`config.mk`:
```
export PLATFORM = sky130hd
export DESIGN_NAME = btb_update_writer
export DESIGN_NICKNAME = d
export VERILOG_FILES = /design/src/rtl/btb_update_writer.sv
export SDC_FILE = /design/constraint.sdc
export NUM_CORES = 1
export LEC_CHECK = 0
export CORE_AREA = 2 2 158 160
export DETAILED_ROUTE_END_ITERATION = 12
export DIE_AREA = 0 0 160 162
export HOLD_SLACK_MARGIN = 0.06
export PLACE_DENSITY_LB_ADDON = 0.2
export SYNTH_ARGS = -nofsm -noshare
export SYNTH_HDL_FRONTEND = slang
export SYNTH_SLANG_ARGS = --single-unit
```
`constraint.sdc`:
```
create_clock -name clk -period 8.27 [get_ports clk]
set_input_delay 1.654 -clock clk [delete_from_list [all_inputs] [get_ports clk]]
set_output_delay 1.654 -clock clk [all_outputs]
set_load 0.1 [all_outputs]
```
`src/rtl/btb_update_writer.sv`:
```
// ---------------------------------------------------------------------------
// btb_update_writer
//
// Write side of the 2-way x 8-set branch target buffer. Resolved branch
// updates from EX are buffered in a small FIFO and processed one at a time:
//   LOOKUP : read the set, pick the hit way (way 0 wins a double hit) or the
//            LRU victim, apply the 2-bit saturating counter rule.
//   WRITE  : hold one array write until the write port is granted; the grant
//            cycle also pulses the LRU update for that set.
// A not-taken update that misses allocates nothing and is simply dropped.
//
// Ports
//   clk, rst_n        clock, asynchronous active-low reset
//   flush             drop all buffered and ungranted updates
//   ex_valid/ex_ready update handshake from EX (ready = FIFO not full)
//   ex_pc/ex_target/ex_taken   resolved branch fields
//   rd_set            set index driven to the tag arrays during LOOKUP
//   rd_valid/rd_tag*/rd_ctr*   same-cycle array read data for rd_set
//   lru_in            per-set victim way
//   wr_en/wr_grant    array write request / grant
//   wr_way/wr_set/wr_tag/wr_target/wr_ctr   write fields (valid implied 1)
//   lru_upd_write/lru_upd_index   one-cycle LRU update pulse and its set
// ---------------------------------------------------------------------------
module btb_update_writer #(
    parameter int TAG_W      = 27,
    parameter int SET_W      = 3,
    parameter int FIFO_DEPTH = 2
) (
    input  logic                  clk,
    input  logic                  rst_n,
    input  logic                  flush,
    input  logic                  ex_valid,
    output logic                  ex_ready,
    input  logic [31:0]           ex_pc,
    input  logic [31:0]           ex_target,
    input  logic                  ex_taken,
    output logic [SET_W-1:0]      rd_set,
    input  logic [1:0]            rd_valid,
    input  logic [TAG_W-1:0]      rd_tag0,
    input  logic [TAG_W-1:0]      rd_tag1,
    input  logic [1:0]            rd_ctr0,
    input  logic [1:0]            rd_ctr1,
    input  logic [(1<<SET_W)-1:0] lru_in,
    output logic                  wr_en,
    input  logic                  wr_grant,
    output logic                  wr_way,
    output logic [SET_W-1:0]      wr_set,
    output logic [TAG_W-1:0]      wr_tag,
    output logic [31:0]           wr_target,
    output logic [1:0]            wr_ctr,
    output logic                  lru_upd_write,
    output logic [SET_W-1:0]      lru_upd_index
);

    localparam int PTR_W = $clog2(FIFO_DEPTH);
    localparam int CNT_W = PTR_W + 1;

    typedef struct packed {
        logic [TAG_W-1:0] tag;
        logic [SET_W-1:0] set;
        logic [31:0]      target;
        logic             taken;
    } upd_t;

    typedef enum logic [1:0] {
        IDLE   = 2'd0,
        LOOKUP = 2'd1,
        WRITE  = 2'd2
    } state_t;

    state_t state, state_nxt;

    // ------------------------------------------------------------------
    // Update FIFO
    // ------------------------------------------------------------------
    upd_t             fifo_mem [FIFO_DEPTH];
    upd_t             push_entry;
    upd_t             head;
    logic [PTR_W-1:0] wr_ptr, rd_ptr;
    logic [CNT_W-1:0] count, count_nxt;
    logic             full, push, pop;

    // PC[1:0] carries no information for the BTB.
    logic unused_pc_bits;
    assign unused_pc_bits = &{1'b0, ex_pc[1:0]};

    assign push_entry = {ex_pc[31 -: TAG_W], ex_pc[SET_W+1:2], ex_target, ex_taken};
    assign head       = fifo_mem[rd_ptr];

    assign full     = (count == CNT_W'(FIFO_DEPTH));
    assign ex_ready = !full;
    assign push     = ex_valid && !full && !flush;
    // Every LOOKUP consumes its entry, whether or not it leads to a write.
    assign pop      = (state == LOOKUP) && !flush;
    // Occupancy after this edge; the FSM uses it so a push in the same cycle
    // is seen immediately (accept at N -> LOOKUP at N+1).
    assign count_nxt = count + CNT_W'(push) - CNT_W'(pop);

    always_ff @(posedge clk or negedge rst_n) begin
        if (!rst_n) begin
            wr_ptr <= '0;
            rd_ptr <= '0;
            count  <= '0;
        end else if (flush) begin
            wr_ptr <= '0;
            rd_ptr <= '0;
            count  <= '0;
        end else begin
            if (push) wr_ptr <= wr_ptr + PTR_W'(1);
            if (pop)  rd_ptr <= rd_ptr + PTR_W'(1);
            count <= count_nxt;
        end
    end

    // Storage needs no reset: count gates every read.
    always_ff @(posedge clk) begin
        if (push) fifo_mem[wr_ptr] <= push_entry;
    end

    // ------------------------------------------------------------------
    // Lookup: way selection and counter rule
    // ------------------------------------------------------------------
    logic       hit0, hit1, hit, hit_way;
    logic [1:0] old_ctr, new_ctr;
    logic       lk_way;
    logic [1:0] lk_ctr;

    assign hit0    = rd_valid[0] && (rd_tag0 == head.tag);
    assign hit1    = rd_valid[1] && (rd_tag1 == head.tag);
    assign hit     = hit0 || hit1;
    assign hit_way = !hit0;                 // way 0 wins a double hit
    assign old_ctr = hit0 ? rd_ctr0 : rd_ctr1;

    always_comb begin
        new_ctr = old_ctr;
        if (head.taken) begin
            if (old_ctr != 2'b11) new_ctr = old_ctr + 2'd1;
        end else begin
            if (old_ctr != 2'b00) new_ctr = old_ctr - 2'd1;
        end
    end

    // A taken miss allocates into the victim way, weakly taken.
    assign lk_way = hit ? hit_way : lru_in[head.set];
    assign lk_ctr = hit ? new_ctr : 2'b10;

    // ------------------------------------------------------------------
    // FSM
    // ------------------------------------------------------------------
    logic load;

    always_ff @(posedge clk or negedge rst_n) begin
        if (!rst_n) state <= IDLE;
        else        state <= state_nxt;
    end

    always_comb begin
        state_nxt = state;
        load      = 1'b0;
        case (state)
            IDLE: begin
                if (count_nxt != '0) state_nxt = LOOKUP;
            end
            LOOKUP: begin
                if (!hit && !head.taken) begin
                    state_nxt = (count_nxt != '0) ? LOOKUP : IDLE;
                end else begin
                    load      = 1'b1;
                    state_nxt = WRITE;
                end
            end
            WRITE: begin
                if (wr_grant) state_nxt = (count_nxt != '0) ? LOOKUP : IDLE;
            end
            default: state_nxt = IDLE;
        endcase
        // A coincident grant still completes (its pulse is combinational);
        // anything else in flight is dropped.
        if (flush) begin
            state_nxt = IDLE;
            load      = 1'b0;
        end
    end

    // ------------------------------------------------------------------
    // Write-field registers: captured in LOOKUP, held through WRITE.
    // ------------------------------------------------------------------
    always_ff @(posedge clk or negedge rst_n) begin
        if (!rst_n) begin
            wr_way    <= 1'b0;
            wr_set    <= '0;
            wr_tag    <= '0;
            wr_target <= '0;
            wr_ctr    <= '0;
        end else if (load) begin
            wr_way    <= lk_way;
            wr_set    <= head.set;
            wr_tag    <= head.tag;
            wr_target <= head.target;
            wr_ctr    <= lk_ctr;
        end
    end

    // ------------------------------------------------------------------
    // Outputs (all decoded from state so reset drops them at once)
    // ------------------------------------------------------------------
    assign wr_en         = (state == WRITE);
    assign lru_upd_write = wr_en && wr_grant;
    assign lru_upd_index = lru_upd_write ? wr_set : '0;
    assign rd_set        = (state == LOOKUP) ? head.set : '0;

endmodule
```
Word-level counts from Yosys, hierarchy flattened:

Memories as Yosys holds them, arrays and structs flattened.
Index checks and enable logic that the tools add are counted.

* bits in registers: 71
* memory bits (writable): 126
* logic and storage cells: 70
* memories: 1

* add/sub/neg operators: 6
* magnitude comparators: 1
* eq/ne operators: 8
* multiplexer cells: 26
* reductions and logical operators: 19

Memory list
* fifo_mem: words 2, bits a word 63, rd ports 1, clocked after memory_dff 0, wr ports 1, RTL line 76 `upd_t fifo_mem [FIFO_DEPTH];`

Operators with widths (count)
* equality test 27 bit: 2
* two-way mux 2 bit: 10
* two-way mux 1 bit: 12
* nonzero test 2 bit: 4
* logical AND 1 bit: 7
* two-way mux 3 bit: 2
* one-hot mux 2 bit (3 select lines): 1
* logical NOT 1 bit: 5
* equality test 2 bit (second input constant): 2
* less-than comparator 3 x 4 -> 1 bit (second input constant): 1
* binary-select mux 1 bit (select 3 bit): 1
* != test 3 x 2 -> 1 bit (second input constant): 1
* != test 3 bit (second input constant): 1
* adder 1 bit (second input constant): 2
* adder 2 x 1 -> 2 bit: 1
* adder 2 x 1 -> 2 bit (second input constant): 1
* equality test 2 x 1 -> 1 bit (second input constant): 1
* logical NOT 2 bit: 1
* != test 2 bit (second input constant): 1
* AND reduction 2 bit: 1
* subtractor 2 x 1 -> 2 bit: 1
* subtractor 2 x 1 -> 2 bit (second input constant): 1
* logical OR 1 bit: 1

Logic depth before layout (Yosys ltp):

* depth in word-level cells: 11
* depth in mapped cells: 11

Worst setup path after synthesis:

OpenSTA, ideal clock, no wires.

* path kind: input to register
* from: input flush
* to: memory fifo_mem[0][0] in the netlist's numbering, enable pin
* library setup time: 484 ps
* arrival time: 4778 ps
* slack: 3007 ps
* cell stages on the path: 3
* path through: clkbuf_1 or2_2 nor2_1

* cells in the longest elaborated chain, start to end: 4

Ends and longest elaborated chain
* from (decl): RTL line 31 `input logic flush,`
* logical NOT 1 bit: RTL line 92 `assign push = ex_valid && !full && !flush;`
* logical AND 1 bit: RTL line 92
* two-way mux 1 bit: RTL line 117 `if (push) fifo_mem[wr_ptr] <= push_entry;`
* two-way mux 1 bit (not written as such): RTL line 117
* to (decl): RTL line 76

Every way passes these cells.

Worst setup path after layout:

* from: register rd_ptr
* to: output rd_set[0]

* cells in the longest elaborated chain, start to end: 2

Ends and longest elaborated chain
* from (decl): RTL line 79 `logic [PTR_W-1:0] wr_ptr, rd_ptr;`
* from (signal assigned): RTL line 110 `if (pop) rd_ptr <= rd_ptr + PTR_W'(1);`
* memory (2 x 63 bit)
* two-way mux 3 bit: RTL line 210 `assign rd_set = (state == LOOKUP) ? head.set : '0;`
* to (decl): RTL line 37 `output logic [SET_W-1:0] rd_set,`

Every way passes these cells.

==> results.json <==
{
  "grt_pass1_wl_um": 30400,
  "final_area_um2": 11300,
  "clk_pin_slew_ns": 0.07,
  "nets": 862,
  "dr.pass1.iters": 4,
  "postRouteAntennaNets": 0,
  "htreeDepth": 4,
  "drc": 0,
  "critical_path_class": "reg2out",
  "async_flop_share_pct": 36.0,
  "drive_above_1_share_pct": 16.3,
  "crit_path_start_kind": "flop",
  "fin_tns_setup_ns": 0,
  "syn_avg_cell_area_um2": 16.5,
  "slew_violations": 0,
  "setup.worst_path.end_class": "output pin",
  "hold_buffers": 0,
  "path_cells": "buf_4, mux2i_1, nor2_1, clkdlybuf4s50_1",
  "worstPathMaxFanout": 43,
  "grt_max_degree": 72,
  "ys_seq_area_share_pct": 66.6,
  "clk_latency_ns": 0.43,
  "synth_edf_count": 126,
  "grt_pass1_vias": 5327,
  "peakVddDrop_uv": 252,
  "worst-path-buf-inv": 2,
  "grt_usage_pct": 15.6,
  "netlist_instances": 505,
  "power_density_nw_per_um2": 397,
  "syn_to_final_growth_pct": 35.7,
  "final-hold-violation-count": 0,
  "status": "finished, final reports clean",
  "synth_nets": 645,
  "cts_tree": "yes",
  "wl_per_cell_um": 18.5,
  "fin_crit_sh_pct": 65.6,
  "instances_no_fill": 1059,
  "clockBufferDepth": 2,
  "dpl.hpwl_um": 13700,
  "place_inst": 1027,
  "core_um2": 24100,
  "ys_ff_latch": 197,
  "antennaDiodeCount": 0,
  "setup_viol": 0,
  "initial_core_util_pct": 34.6,
  "fmax_mhz": 184,
  "numPortBuffers": 209,
  "p_leak_nw": 4.07,
  "yosys_warnings": 0,
  "fin_skew_ns": 0.0176,
  "post_cts_buffers": 0,
  "cts_resized": 0,
  "wl_um": 19600,
  "multi_input_area_um2": 2530,
  "clockRootBuffer": "clkbuf_16",
  "slowest_delay_ns": 1.00,
  "drt_iter0_markers": 297,
  "worstPathRequired_ns": 6.62,
  "rsz0062_at_grt": "no",
  "clock_sinks": 197,
  "crit_arrival_ns": 3.77,
  "layout_common_cells": "208 x clkdlybuf4s50_1, 126 x edfxtp_1, 70 x dfrtp_1, 50 x xnor2_1, 50 x mux2_2",
  "whs_ns": 0.493,
  "die_w_um": 160,
  "num_vias": 4777,
  "synth.distinct_cells": 42,
  "place_area_um2": 10800,
  "hold_class": "reg2reg",
  "vias_per_cell": 4.51,
  "final_common_cell": "clkdlybuf4s50_1",
  "regArea_um2": 5560,
  "fill_cells": 2190,
  "drv_cap": 0,
  "crit_family": "buffers and inverters",
  "overflow": 0,
  "num_rows": 57,
  "syn_area_um2": 8350,
  "cts_buffers": 17,
  "tightestPinTransition_ns": 1.07,
  "fp.dieArea_um2": 25900,
  "antenna_found_initial": 0,
  "gp_congestion": 0.948,
  "slew_headroom_pct": 28.7,
  "ys.flop_type": "edfxtp_1",
  "period_needed_ns": 5.42,
  "critical_path.slowest_cell": "clkdlybuf4s50_1",
  "pin_count": 212,
  "die_h_um": 162
}
report_power, final:
group	internal, mW	switching, mW	total (mW)
logic	0.644	1.62	2.27
registers	1.28	0.142	1.42
clock network	0.404	0.406	0.810
total	2.32	2.17	4.49
metal layers:
layer / wire (um) / global-route usage [%] / part of all wire (%) / up-vias
li1: - / - / - / 2254
met1: 8640 / 19.9 / 44 / 2341
met2: 9210 / 25.5 / 47 / 168
met3: 1530 / 5.44 / 7.8 / 14
met4: 205 / 3.97 / 1.0 / 0
met5: 0 / 0 / 0 / -
registers in the layout (all words and copies together) (netlist names):
signal,count
wr_set,3
wr_target,32
wr_way,1
wr_ctr,2
wr_tag,27
fifo_mem,126
wr_ptr,1
state,2
rd_ptr,1
count,2
logic make-up (layout without fill, tap and decap cells):
| kind of cell | Yosys count | after routing | synth area share (%) |
|---|---|---|---|
| flip-flops | 197 | 197 | 66.6 |
| multiplexers | 129 | 129 | 18.9 |
| AO/OA/AOI/OAI | 19 | 19 | 1.53 |
| AND/OR/NAND/NOR | 50 | 50 | 3.25 |
| adder cells (fa/ha/maj) | 2 | 2 | 0.300 |
| XOR/XNOR | 58 | 58 | 6.08 |
| buffers and inverters | 50 | 280 | 3.37 |
layout make-up:
class | instances | share of cell area [%]
Tap cell | 324 | 3.58
Timing Repair Buffer | 213 | 18.7
Clock buffer | 17 | 3.75
Clock inverter | 15 | 1.37
Multi-Input combinational cell | 258 | 22.3
Sequential cell | 197 | 49.1
Inverter | 35 | 1.16
worst register-to-register path: cells and delay by family, from the launching register on:
kind | cells | cell delay, ns
and+or+nand+nor | 3 | 1.09
muxes | 2 | 0.92
buffers and inverters | 2 | 1.28
xor gates and xnor gates | 1 | 0.11
DFF | 1 | 0.82
AOI/OAI and AO/OA | 1 | 0.63
final timing paths:
path,startpoint,to,slack [ns],depth (start not counted)
worst max-delay path,rd_ptr,rd_set[0],2.85,4
worst min-delay path,wr_target[25],wr_target[25],0.49,1
worst max register to register,rd_ptr,wr_target[0],3.30,9
worst min register to register,wr_target[25],wr_target[25],0.49,1
max in group asynchronous,rst_n,rd_ptr,6.14,1
min in group asynchronous,rst_n,wr_tag[6],1.38,1
per-stage QoR:
stage          power (mW)  utilization [%]  worst slack, ns
6_report             4.49             47.0             2.85
5_1_grt              4.68             47.0             2.66
4_1_cts              4.55             47.0             2.78
3_5_place_dp         3.72             44.6             2.88
3_3_place_gp         3.70             44.6             2.93
2_1_floorplan        3.15                -             3.01
synth_stat cells (2+ instances only):
cell type / count / share of area (%)
o21ai_0: 4 / 0.24
nand2_1: 4 / 0.18
nand3_1: 3 / 0.18
clkbuf_1: 3 / 0.13
mux2_1: 7 / 0.94
mux2i_2: 4 / 0.66
nand2b_1: 2 / 0.15
buf_6: 6 / 0.81
nand4_1: 2 / 0.15
buf_12: 2 / 0.48
inv_1: 35 / 1.6
and3_1: 4 / 0.30
dfrtp_1: 71 / 21
mux2_4: 10 / 1.8
edfxtp_1: 126 / 45
nor2_1: 16 / 0.72
xor2_1: 8 / 0.84
nor4_1: 11 / 0.82
o211ai_1: 3 / 0.27
xnor2_1: 50 / 5.2
mux2i_4: 12 / 3.2
ha_1: 2 / 0.30
a21oi_1: 6 / 0.36
mux2i_1: 46 / 5.5
and4_1: 2 / 0.21
mux2_2: 50 / 6.7
Power figures use the tool's default switching activity.
